<file path="src/rtl/dot_position_buffer_if.sv">
// Processor-side write/commit port of the dot position buffer.
// The processor drives master; the buffer answers ready on slave.
interface dot_position_buffer_if #(
  parameter int INDEX_WIDTH = 3,
  parameter int X_WIDTH     = 10,
  parameter int Y_WIDTH     = 9
);
  logic                   wEn;
  logic [INDEX_WIDTH-1:0] wIndex;
  logic [X_WIDTH-1:0]     wX;
  logic [Y_WIDTH-1:0]     wY;
  logic                   wValid;
  logic                   commit;
  logic                   ready;

  modport master (output wEn, wIndex, wX, wY, wValid, commit, input ready);
  modport slave  (input wEn, wIndex, wX, wY, wValid, commit, output ready);
endinterface

</file>
<file path="src/rtl/dot_position_buffer.sv">
// Double-buffered dot table: the processor fills a back bank while the display
// hit-tests a stable front bank; banks swap on a frame boundary after commit.
module dot_position_buffer #(
  parameter int NUM_DOTS    = 8,
  parameter int INDEX_WIDTH = 3,
  parameter int X_WIDTH     = 10,
  parameter int Y_WIDTH     = 9,
  parameter int COUNT_WIDTH = 16
) (
  input  logic                   clk,
  input  logic                   reset,
  dot_position_buffer_if.slave   wr,
  input  logic                   screenEnd,
  input  logic [X_WIDTH-1:0]     pixX,
  input  logic [Y_WIDTH-1:0]     pixY,
  output logic                   isDot,
  output logic                   frameSwapped,
  output logic [COUNT_WIDTH-1:0] frameCount
);

  typedef enum logic [1:0] {FILL, PENDING, SWAP} state_t;

  state_t                 state_reg, state_next;
  logic                   front_reg;
  logic                   se_prev_reg;
  logic                   is_dot_reg;
  logic [COUNT_WIDTH-1:0] count_reg;
  logic                   se_rise;
  logic                   write_en;
  logic [NUM_DOTS-1:0]    hit_vec;

  assign se_rise  = screenEnd & ~se_prev_reg;
  assign write_en = (state_reg == FILL) && wr.wEn;

  always_comb begin
    state_next = state_reg;
    wr.ready   = 1'b0;
    case (state_reg)
      FILL: begin
        wr.ready = 1'b1;
        // A rise coinciding with commit is deliberately not consumed here.
        if (wr.commit) state_next = PENDING;
      end
      PENDING: if (se_rise) state_next = SWAP;
      SWAP:    state_next = FILL;
      default: state_next = FILL;
    endcase
  end

  always_ff @(posedge clk or posedge reset) begin
    if (reset) begin
      state_reg   <= FILL;
      front_reg   <= 1'b0;
      se_prev_reg <= 1'b0;
      count_reg   <= '0;
    end else begin
      state_reg   <= state_next;
      se_prev_reg <= screenEnd;
      if (state_reg == SWAP) front_reg <= ~front_reg;
      // Count on entry to SWAP so the new value is visible with the pulse.
      if (state_reg == PENDING && se_rise) count_reg <= count_reg + 1'b1;
    end
  end

  // Each entry keeps both banks locally; bit/slot [front_reg] is the display copy.
  // Out-of-range indices match no entry, so such writes fall away naturally.
  generate
    for (genvar gi = 0; gi < NUM_DOTS; gi++) begin : g_entry
      logic [1:0]              valid_reg;
      logic [1:0][X_WIDTH-1:0] x_reg;
      logic [1:0][Y_WIDTH-1:0] y_reg;

      always_ff @(posedge clk or posedge reset) begin
        if (reset) begin
          valid_reg <= '0;
          x_reg     <= '0;
          y_reg     <= '0;
        end else if (state_reg == SWAP) begin
          // Old back becomes front; copy it so both banks hold the commit.
          valid_reg[front_reg] <= valid_reg[~front_reg];
          x_reg[front_reg]     <= x_reg[~front_reg];
          y_reg[front_reg]     <= y_reg[~front_reg];
        end else if (write_en && wr.wIndex == INDEX_WIDTH'(gi)) begin
          valid_reg[~front_reg] <= wr.wValid;
          x_reg[~front_reg]     <= wr.wX;
          y_reg[~front_reg]     <= wr.wY;
        end
      end

      assign hit_vec[gi] = valid_reg[front_reg] &&
                           (x_reg[front_reg] == pixX) &&
                           (y_reg[front_reg] == pixY);
    end
  endgenerate

  always_ff @(posedge clk or posedge reset) begin
    if (reset) is_dot_reg <= 1'b0;
    else       is_dot_reg <= |hit_vec;
  end

  assign isDot        = is_dot_reg;
  assign frameSwapped = (state_reg == SWAP);
  assign frameCount   = count_reg;

endmodule
</file>
<file path="src/flat_wrapper.sv">
// flat-port wrapper written by rule: the top's interface ports become plain ports
module dot_position_buffer_flat 
#(
  parameter int NUM_DOTS    = 8,
  parameter int INDEX_WIDTH = 3,
  parameter int X_WIDTH     = 10,
  parameter int Y_WIDTH     = 9,
  parameter int COUNT_WIDTH = 16
)
  (clk, reset, screenEnd, pixX, pixY, isDot, frameSwapped, frameCount, wr_wEn, wr_wIndex, wr_wX, wr_wY, wr_wValid, wr_commit, wr_ready);
  dot_position_buffer_if #(.INDEX_WIDTH(INDEX_WIDTH), .X_WIDTH(X_WIDTH), .Y_WIDTH(Y_WIDTH)) wr_i ();
  input  logic clk;
  input  logic reset;
  input  logic screenEnd;
  input  logic [X_WIDTH-1:0] pixX;
  input  logic [Y_WIDTH-1:0] pixY;
  output logic isDot;
  output logic frameSwapped;
  output logic [COUNT_WIDTH-1:0] frameCount;
  input wire logic [$bits(wr_i.wEn)-1:0] wr_wEn;
  input wire logic [$bits(wr_i.wIndex)-1:0] wr_wIndex;
  input wire logic [$bits(wr_i.wX)-1:0] wr_wX;
  input wire logic [$bits(wr_i.wY)-1:0] wr_wY;
  input wire logic [$bits(wr_i.wValid)-1:0] wr_wValid;
  input wire logic [$bits(wr_i.commit)-1:0] wr_commit;
  output wire logic [$bits(wr_i.ready)-1:0] wr_ready;
  assign wr_i.wEn = wr_wEn;
  assign wr_i.wIndex = wr_wIndex;
  assign wr_i.wX = wr_wX;
  assign wr_i.wY = wr_wY;
  assign wr_i.wValid = wr_wValid;
  assign wr_i.commit = wr_commit;
  assign wr_ready = wr_i.ready;
  dot_position_buffer #(.NUM_DOTS(NUM_DOTS), .INDEX_WIDTH(INDEX_WIDTH), .X_WIDTH(X_WIDTH), .Y_WIDTH(Y_WIDTH), .COUNT_WIDTH(COUNT_WIDTH)) u_core (.clk(clk), .reset(reset), .wr(wr_i), .screenEnd(screenEnd), .pixX(pixX), .pixY(pixY), .isDot(isDot), .frameSwapped(frameSwapped), .frameCount(frameCount));
endmodule
</file>
<file path="config.mk">
export PLATFORM = sky130hd
export DESIGN_NAME = dot_position_buffer_flat
export DESIGN_NICKNAME = d
export VERILOG_FILES = /design/src/rtl/dot_position_buffer_if.sv /design/src/rtl/dot_position_buffer.sv /design/src/flat_wrapper.sv
export SDC_FILE = /design/constraint.sdc
export NUM_CORES = 1
export LEC_CHECK = 0
export BUFFER_PORTS_ARGS = -buffer_cell sky130_fd_sc_hd__buf_2
export CAP_MARGIN = 20
export CORE_MARGIN = 2
export CORE_UTILIZATION = 40
export CTS_CLUSTER_DIAMETER = 100
export DETAILED_ROUTE_END_ITERATION = 8
export PLACE_DENSITY = 0.66
export SETUP_SLACK_MARGIN = 0.05
export SLEW_MARGIN = 25
export SYNTH_ARGS = -nofsm -noshare
export SYNTH_HDL_FRONTEND = slang
export SYNTH_SLANG_ARGS = --single-unit
</file>
<file path="constraint.sdc">
create_clock -name clk -period 11 [get_ports clk]
set_input_delay 1.1 -clock clk [delete_from_list [all_inputs] [get_ports clk]]
set_output_delay 1.1 -clock clk [all_outputs]
set_load 0.005 [all_outputs]
</file>
==> results of run 1 <==
==> kinds of logic (layout without fill, tap and decap cells) <==
family / Yosys count / count (layout)
other: 0 / 1
buffers and inverters: 204 / 168
AND/OR/NAND/NOR: 455 / 455
multiplexers: 152 / 152
adder cells (fa/ha/maj): 1 / 1
flip-flops: 341 / 341
AO/OA/AOI/OAI: 682 / 682
XOR/XNOR: 161 / 161
==> final timing paths <==
| path | from | endpoint | slack [ns] |
|---|---|---|---|
| max in group asynchronous | reset | u_core.g_entry[3].y_reg[1] | 8.84 |
| setup reg to reg | u_core.front_reg | u_core.g_entry[1].x_reg[12] | 6.44 |
| min in group asynchronous | reset | u_core.frameCount[1] | 0.74 |
| hold reg to reg | u_core.frameCount[10] | u_core.frameCount[10] | 0.48 |
| setup / recovery | u_core.front_reg | u_core.g_entry[1].x_reg[12] | 6.44 |
| hold / removal | u_core.frameCount[10] | u_core.frameCount[10] | 0.48 |
==> through the flow <==
stage	utilization (%)	power, mW	setup slack [ns]	hold WS [ns]	cells
CTS	44.3	5.81	6.54	0.487	2552
detailed placement	41.5	4.54	6.54	0.474	2485
finish	44.3	5.83	6.44	0.479	2553
floorplan	-	3.88	0.448	0.447	1996
global route	44.3	6.18	6.24	0.509	2552
global placement	41.5	4.44	6.62	0.460	2485
==> report_power, final <==
group,leakage (nW),internal (mW),total (mW),switching (mW)
Combinational,3.35,0.907,2.24,1.34
Sequential,4.27,1.82,2.33,0.504
Clock,0.595,0.735,1.26,0.521
==> synthesized netlist by cell type, types with 12 or more instances <==
master	instances	share of area [%]
nand2_1	170	3.6
dfrtp_1	341	48
clkbuf_1	127	2.7
nor4_1	32	1.1
mux2i_1	150	8.4
nor2_1	169	3.6
a21oi_1	487	14
buf_2	26	0.73
nand3_1	16	0.45
o21ai_0	167	4.7
inv_1	12	0.25
xnor2_1	151	7.4
buf_1	20	0.42
and3_1	44	1.5
==> cell type report <==
class	instances	area [um^2]
Tap cell	592	741
Timing Repair Buffer	88	531
Multi-Input combinational cell	1451	8470
Sequential cell	341	8540
Inverter	13	56.3
Antenna cell	1	2.50
Fill cell	4299	24600
Clock buffer	63	1190
Clock inverter	4	20.0
==> layer usage <==
metal  up-vias  global-route usage (%)
met4         0                    9.84
met5         -                       0
met2       664                    39.0
li1       6761                       -
met3       127                    4.13
met1      7464                    33.9
==> cells in the final DEF (no fill, tap or decap), types with 8 or more instances in the layout <==
cell       synthesis  final
and3_1            44     44
nand3_1           16     16
clkbuf_1         127     14
nand2_1          170    170
inv_1             12     11
buf_4             10     19
xor2_1            10     10
nor4_1            32     32
nor2_1           169    166
a21oi_1          487    485
clkbuf_8           0      8
mux2i_1          150    150
xnor2_1          151    151
o21ai_0          167    167
clkbuf_16          0     41
buf_2             26     65
dfrtp_1          341    340
o211ai_1          11     11
==> metrics.txt, run 1 <==
status=finished clean; via count=15000; hold depth=1; synth warn=0; fmax=219 MHz; CP delay by family, top=buffers and inverters; met3 WL=4.53 mm; nets@finish=1982; initial antenna violation count=0; setup repair bufs after CTS=0; Synthesized Nets=2044; DP HPWL=35.4 mm; GRT Residual Overflow=0; Post-Synthesis Cells=1996; Final min period=4.56 ns; cells along the critical path=inv_1 > buf_4 > nor2_4 > buf_4 > buf_4 > a21oi_1 > a21oi_1; Synth Area in XOR/XNOR=7.90%; Crit path top cell by count=buf_4; DRC viols=0; share of layout cells above drive strength 1=8.21%; largest net degree at the start of global routing=161; Worst-path clk slew=0.06 ns; Post-CTS Hold Fix Bufs=0; Tot GR Track Use=24.7%; Area Overhead vs Synth=9.55%; Die H=215 um; Placeable Area=44100 um^2; cts bufs inserted=39; compound-gate portion of the synthesized area=19.5%; Site Rows=77; Synth Area in Simple Gates=11.1%; Longest Clk Path Bufs=3; Crit Path Class=flop to flop; first-pass GRT wire length=88.6 mm; Slew HR=27.8%; Adder-Cell Fraction of Synth Area=0.0701%; Worst setup SP type=flop; Clock Latency Late Sink=0.54 ns; part of the Yosys area used for sequential elements=47.8%; DR top layer=met4; Initial DRT Pass Iterations=5; Max IR drop VDD=0.194 mV; crit-path max cell delay=0.95 ns; port buffer count=65; setup TNS=0 ns; R2R depth=7; cell depth of the worst setup path=7; Post-synth EDFFs=0; Avg Synthesized Cell Area=8.94 um^2; die width=215 um; FFs w/ async S/R, synth=100%; max FFs per register=160; Finished Cell Area=19600 um^2; # setup viols final=0; Slowest cell on crit path=dfrtp_4; Initial Util=40.4%; clk sinks=341; CTS tree=done; RSZ-0062 raised after global routing=no; Crit. End Element=flop; DP Area=18300 um^2; largest family of logic cells by synthesized area=compound AO/OA/AOI/OAI gates; Worst EP arrival=5.01 ns; Post-CTS Resized=0; mux cell area share after synthesis=8.54%; Root Buffer=clkbuf_16; initial drt markers=1575; Post-Route WL=57.9 mm; leakage=8.21 nW; Final Skew=0.0169 ns; Synth Cell Area=17800 um^2; power density cells=298 nW/um^2; Max Cap Violations=0; met1 wire length=24.4 mm; hold crit path type=flop to flop; Final period util=41.4%; routed length per instance=22.7 um; Antenna Nets Post-Route=0; vias in the first global route=14300; Synth Flop Type=dfrtp_1; Crit Path Max Fanout=73; post-synthesis cell type count=40; Buf+Inv Stages, Crit Path=4; I/O pin total=66; # H-tree levels=2; data required time of the worst path=11.45 ns; Worst Max-Slew Pin Slew=1.07 ns; final hold violations=0; Synth Register Bits=341; die area=46300 um^2; routability congestion estimate=0.857; Via-to-Cell Ratio=5.88; Slew Limit Fails=0; met2 wire length=26.6 mm
No activity file was read; power rests on OpenSTA's default activity.
==> run 2: changes to the inputs <==
--- a/config.mk
+++ b/config.mk
@@ -11,7 +11,7 @@
 export CORE_UTILIZATION = 40
 export CTS_CLUSTER_DIAMETER = 100
 export DETAILED_ROUTE_END_ITERATION = 8
-export PLACE_DENSITY = 0.66
+export PLACE_DENSITY = 0.64
 export SETUP_SLACK_MARGIN = 0.05
 export SLEW_MARGIN = 25
 export SYNTH_ARGS = -nofsm -noshare
==> constraint.sdc (replaced) <==
create_clock -name clk -period 4.65 [get_ports clk]
set_input_delay 0.465 -clock clk [delete_from_list [all_inputs] [get_ports clk]]
set_output_delay 0.465 -clock clk [all_outputs]
set_load 0.005 [all_outputs]
==> run 2 against run 1 <==
Compared with the run above: final cell count grew 0.39%; via count increased by 0.71%; sequential power up 140%; critical endpoint is now u_core.g_entry[4].x_reg[0]; critical path type unchanged.
==> metrics.txt, run 2 (same netlist as run 1, synthesis figures left out) <==
GRT Residual Overflow=0 (unchanged); Worst-path clk slew=0.06 ns (about the same); most frequent cells in the layout=a21oi_1 (485), dfrtp_1 (340), nand2_1 (170) (unchanged); Final Skew=0.0201 ns (was 0.0169 ns); vias in the first global route=14700 (was 14300); CTS tree=done (unchanged); final hold violations=0 (unchanged); RSZ-0062 raised after global routing=no (unchanged); die width=215 um (unchanged); Finished Cell Area=19800 um^2 (was 19600 um^2); Final min period=3.34 ns (was 4.56 ns); Post-CTS Hold Fix Bufs=0 (unchanged); peak-usage layer in the global routing report=met2 (unchanged); Die H=215 um (unchanged); clk sinks=341 (unchanged); setup repair bufs after CTS=0 (unchanged); Initial Util=40.4% (unchanged); Worst Max-Slew Pin Slew=1.10 ns (was 1.07 ns); hold crit path type=input port to asynchronous set/reset pin (was flop to flop); Antenna Nets Post-Route=0 (unchanged); DP Area=18400 um^2 (was 18300 um^2); status=finished clean (unchanged); Root Buffer=clkbuf_16 (unchanged); CP delay by family, top=simple AND/OR/NAND/NOR gates (was buffers and inverters); Crit Reg-Reg Startpoint=u_core.front_reg (unchanged); Crit. End Element=flop (unchanged); # H-tree levels=2 (unchanged); Crit Path Max Fanout=48 (was 73); I/O pin total=66 (unchanged); Slowest cell on crit path=dfrtp_4 (unchanged); crit-path max cell delay=1.04 ns (was 0.95 ns); Placeable Area=44100 um^2 (unchanged); share of layout cells above drive strength 1=9.14% (was 8.21%); most common cell after layout, fill and taps aside=a21oi_1 (unchanged); port buffer count=65 (unchanged); Slew Limit Fails=0 (unchanged); # setup viols final=0 (unchanged); R2R depth=7 (unchanged); leakage=8.32 nW (was 8.21 nW); Buf+Inv Stages, Crit Path=2 (was 4); Layout Cells excl Fill=2563 (was 2553); M3 GR Usage=4.85% (was 4.13%); Worst setup SP type=flop (unchanged); largest net degree at the start of global routing=161 (unchanged); power density cells=716 nW/um^2 (was 298 nW/um^2); Site Rows=77 (unchanged); nets@finish=1989 (was 1982); setup TNS=0 ns (unchanged); Initial DRT Pass Iterations=5 (unchanged); terminus of the critical flop-to-flop path=u_core.g_entry[4].x_reg[0] (was u_core.g_entry[1].x_reg[12]); Worst EP arrival=3.82 ns (was 5.01 ns); max FFs per register=160 (unchanged); initial antenna violation count=2 (was 0); Longest Clk Path Bufs=3 (unchanged); DP HPWL=36.6 mm (was 35.4 mm); R2R setup slack=1.31 ns (was 6.44 ns); Max Cap Violations=0 (unchanged); cells along the critical path=inv_1 > nor2_1 > nor2_2 > inv_2 > and2_2 > nor2_1 > a21oi_1 (was inv_1 > buf_4 > nor2_4 > buf_4 > buf_4 > a21oi_1 > a21oi_1); Slew HR=26.8% (was 27.8%); Area Overhead vs Synth=10.9% (was 9.55%); via count=15100 (was 15000); routed length per instance=22.7 um (about the same); fmax=300 MHz (was 219 MHz); Crit path top cell by count=nor2_1 (was buf_4); Post-CTS Resized=0 (unchanged); data required time of the worst path=5.13 ns (was 11.45 ns); Tot Pwr=14.2 mW (was 5.83 mW); Clock Latency Late Sink=0.56 ns (was 0.54 ns); Max IR drop VDD=0.316 mV (was 0.194 mV); Via-to-Cell Ratio=5.90 (was 5.88); met1 Usage GRT=33.9% (about the same); cts bufs inserted=39 (unchanged); Final period util=71.8% (was 41.4%); Inst Count DP=2492 (was 2485); met2 global-route usage=39.2% (was 39.0%); Post-Route WL=58.3 mm (was 57.9 mm); routability congestion estimate=0.864 (was 0.857); Crit Path Class=flop to flop (unchanged); Tot GR Track Use=25.1% (was 24.7%); die area=46300 um^2 (unchanged); initial drt markers=1616 (was 1575); first-pass GRT wire length=89.6 mm (was 88.6 mm); DRC viols=0 (unchanged)
-- run 2: cell types whose count changed in the layout (fill, tap and decap cells not counted), sizes merged --
| cell | change |
|---|---|
| bufinv | +4 |
| clkinvlp | +4 |
| clkbuf | -9 |
| clkinv | +4 |
| buf | +7 |
-- run 2: worst max path at each step --
stage,start,end,slack [ns],cells after the start
after floorplan,reset,u_core.frameCount[0],-0.38,1
after global placement,u_core.front_reg,u_core.g_entry[4].x_reg[2],1.49,7
after detailed placement,u_core.front_reg,u_core.g_entry[2].x_reg[8],1.39,6
after CTS,u_core.front_reg,u_core.g_entry[4].x_reg[0],1.39,7
after global routing,u_core.front_reg,u_core.g_entry[4].x_reg[7],1.15,7
final,u_core.front_reg,u_core.g_entry[4].x_reg[0],1.31,7
-- run 2: where the power goes --
part	internal, mW	switching (mW)
Clock	1.95	1.30
Combinational	2.18	3.22
Sequential	4.31	1.22
Total	8.43	5.74
-- run 2: final cells by class --
class,count,area [um^2]
Tap cell,592,741
Clock buffer,54,1140
Sequential cell,341,8540
Inverter,13,52.6
Antenna cell,1,2.50
Fill cell,4274,24300
Clock inverter,16,203
Multi-Input combinational cell,1451,8480
Timing Repair Buffer,95,638
-- run 2: per-stage QoR --
stage               worst slack (ns)  hold WS (ns)  utilization [%]
detailed placement              1.39         0.457             41.8
floorplan                     -0.376         0.447                -
CTS                             1.39        0.0217             44.8
global placement                1.49         0.455             41.8
global route                    1.15        0.0383             44.9
finish                          1.31        0.0148             44.9
-- run 2: routing by layer --
| layer | routed length, um | part of all wire (%) | vias up |
|---|---|---|---|
| met2 | 26800 | 46 | 710 |
| met3 | 4870 | 8.4 | 138 |
| met4 | 2610 | 4.5 | 2 |
| li1 | - | - | 6785 |
| met5 | 13 | 0.022 | - |
| met1 | 24000 | 41 | 7487 |
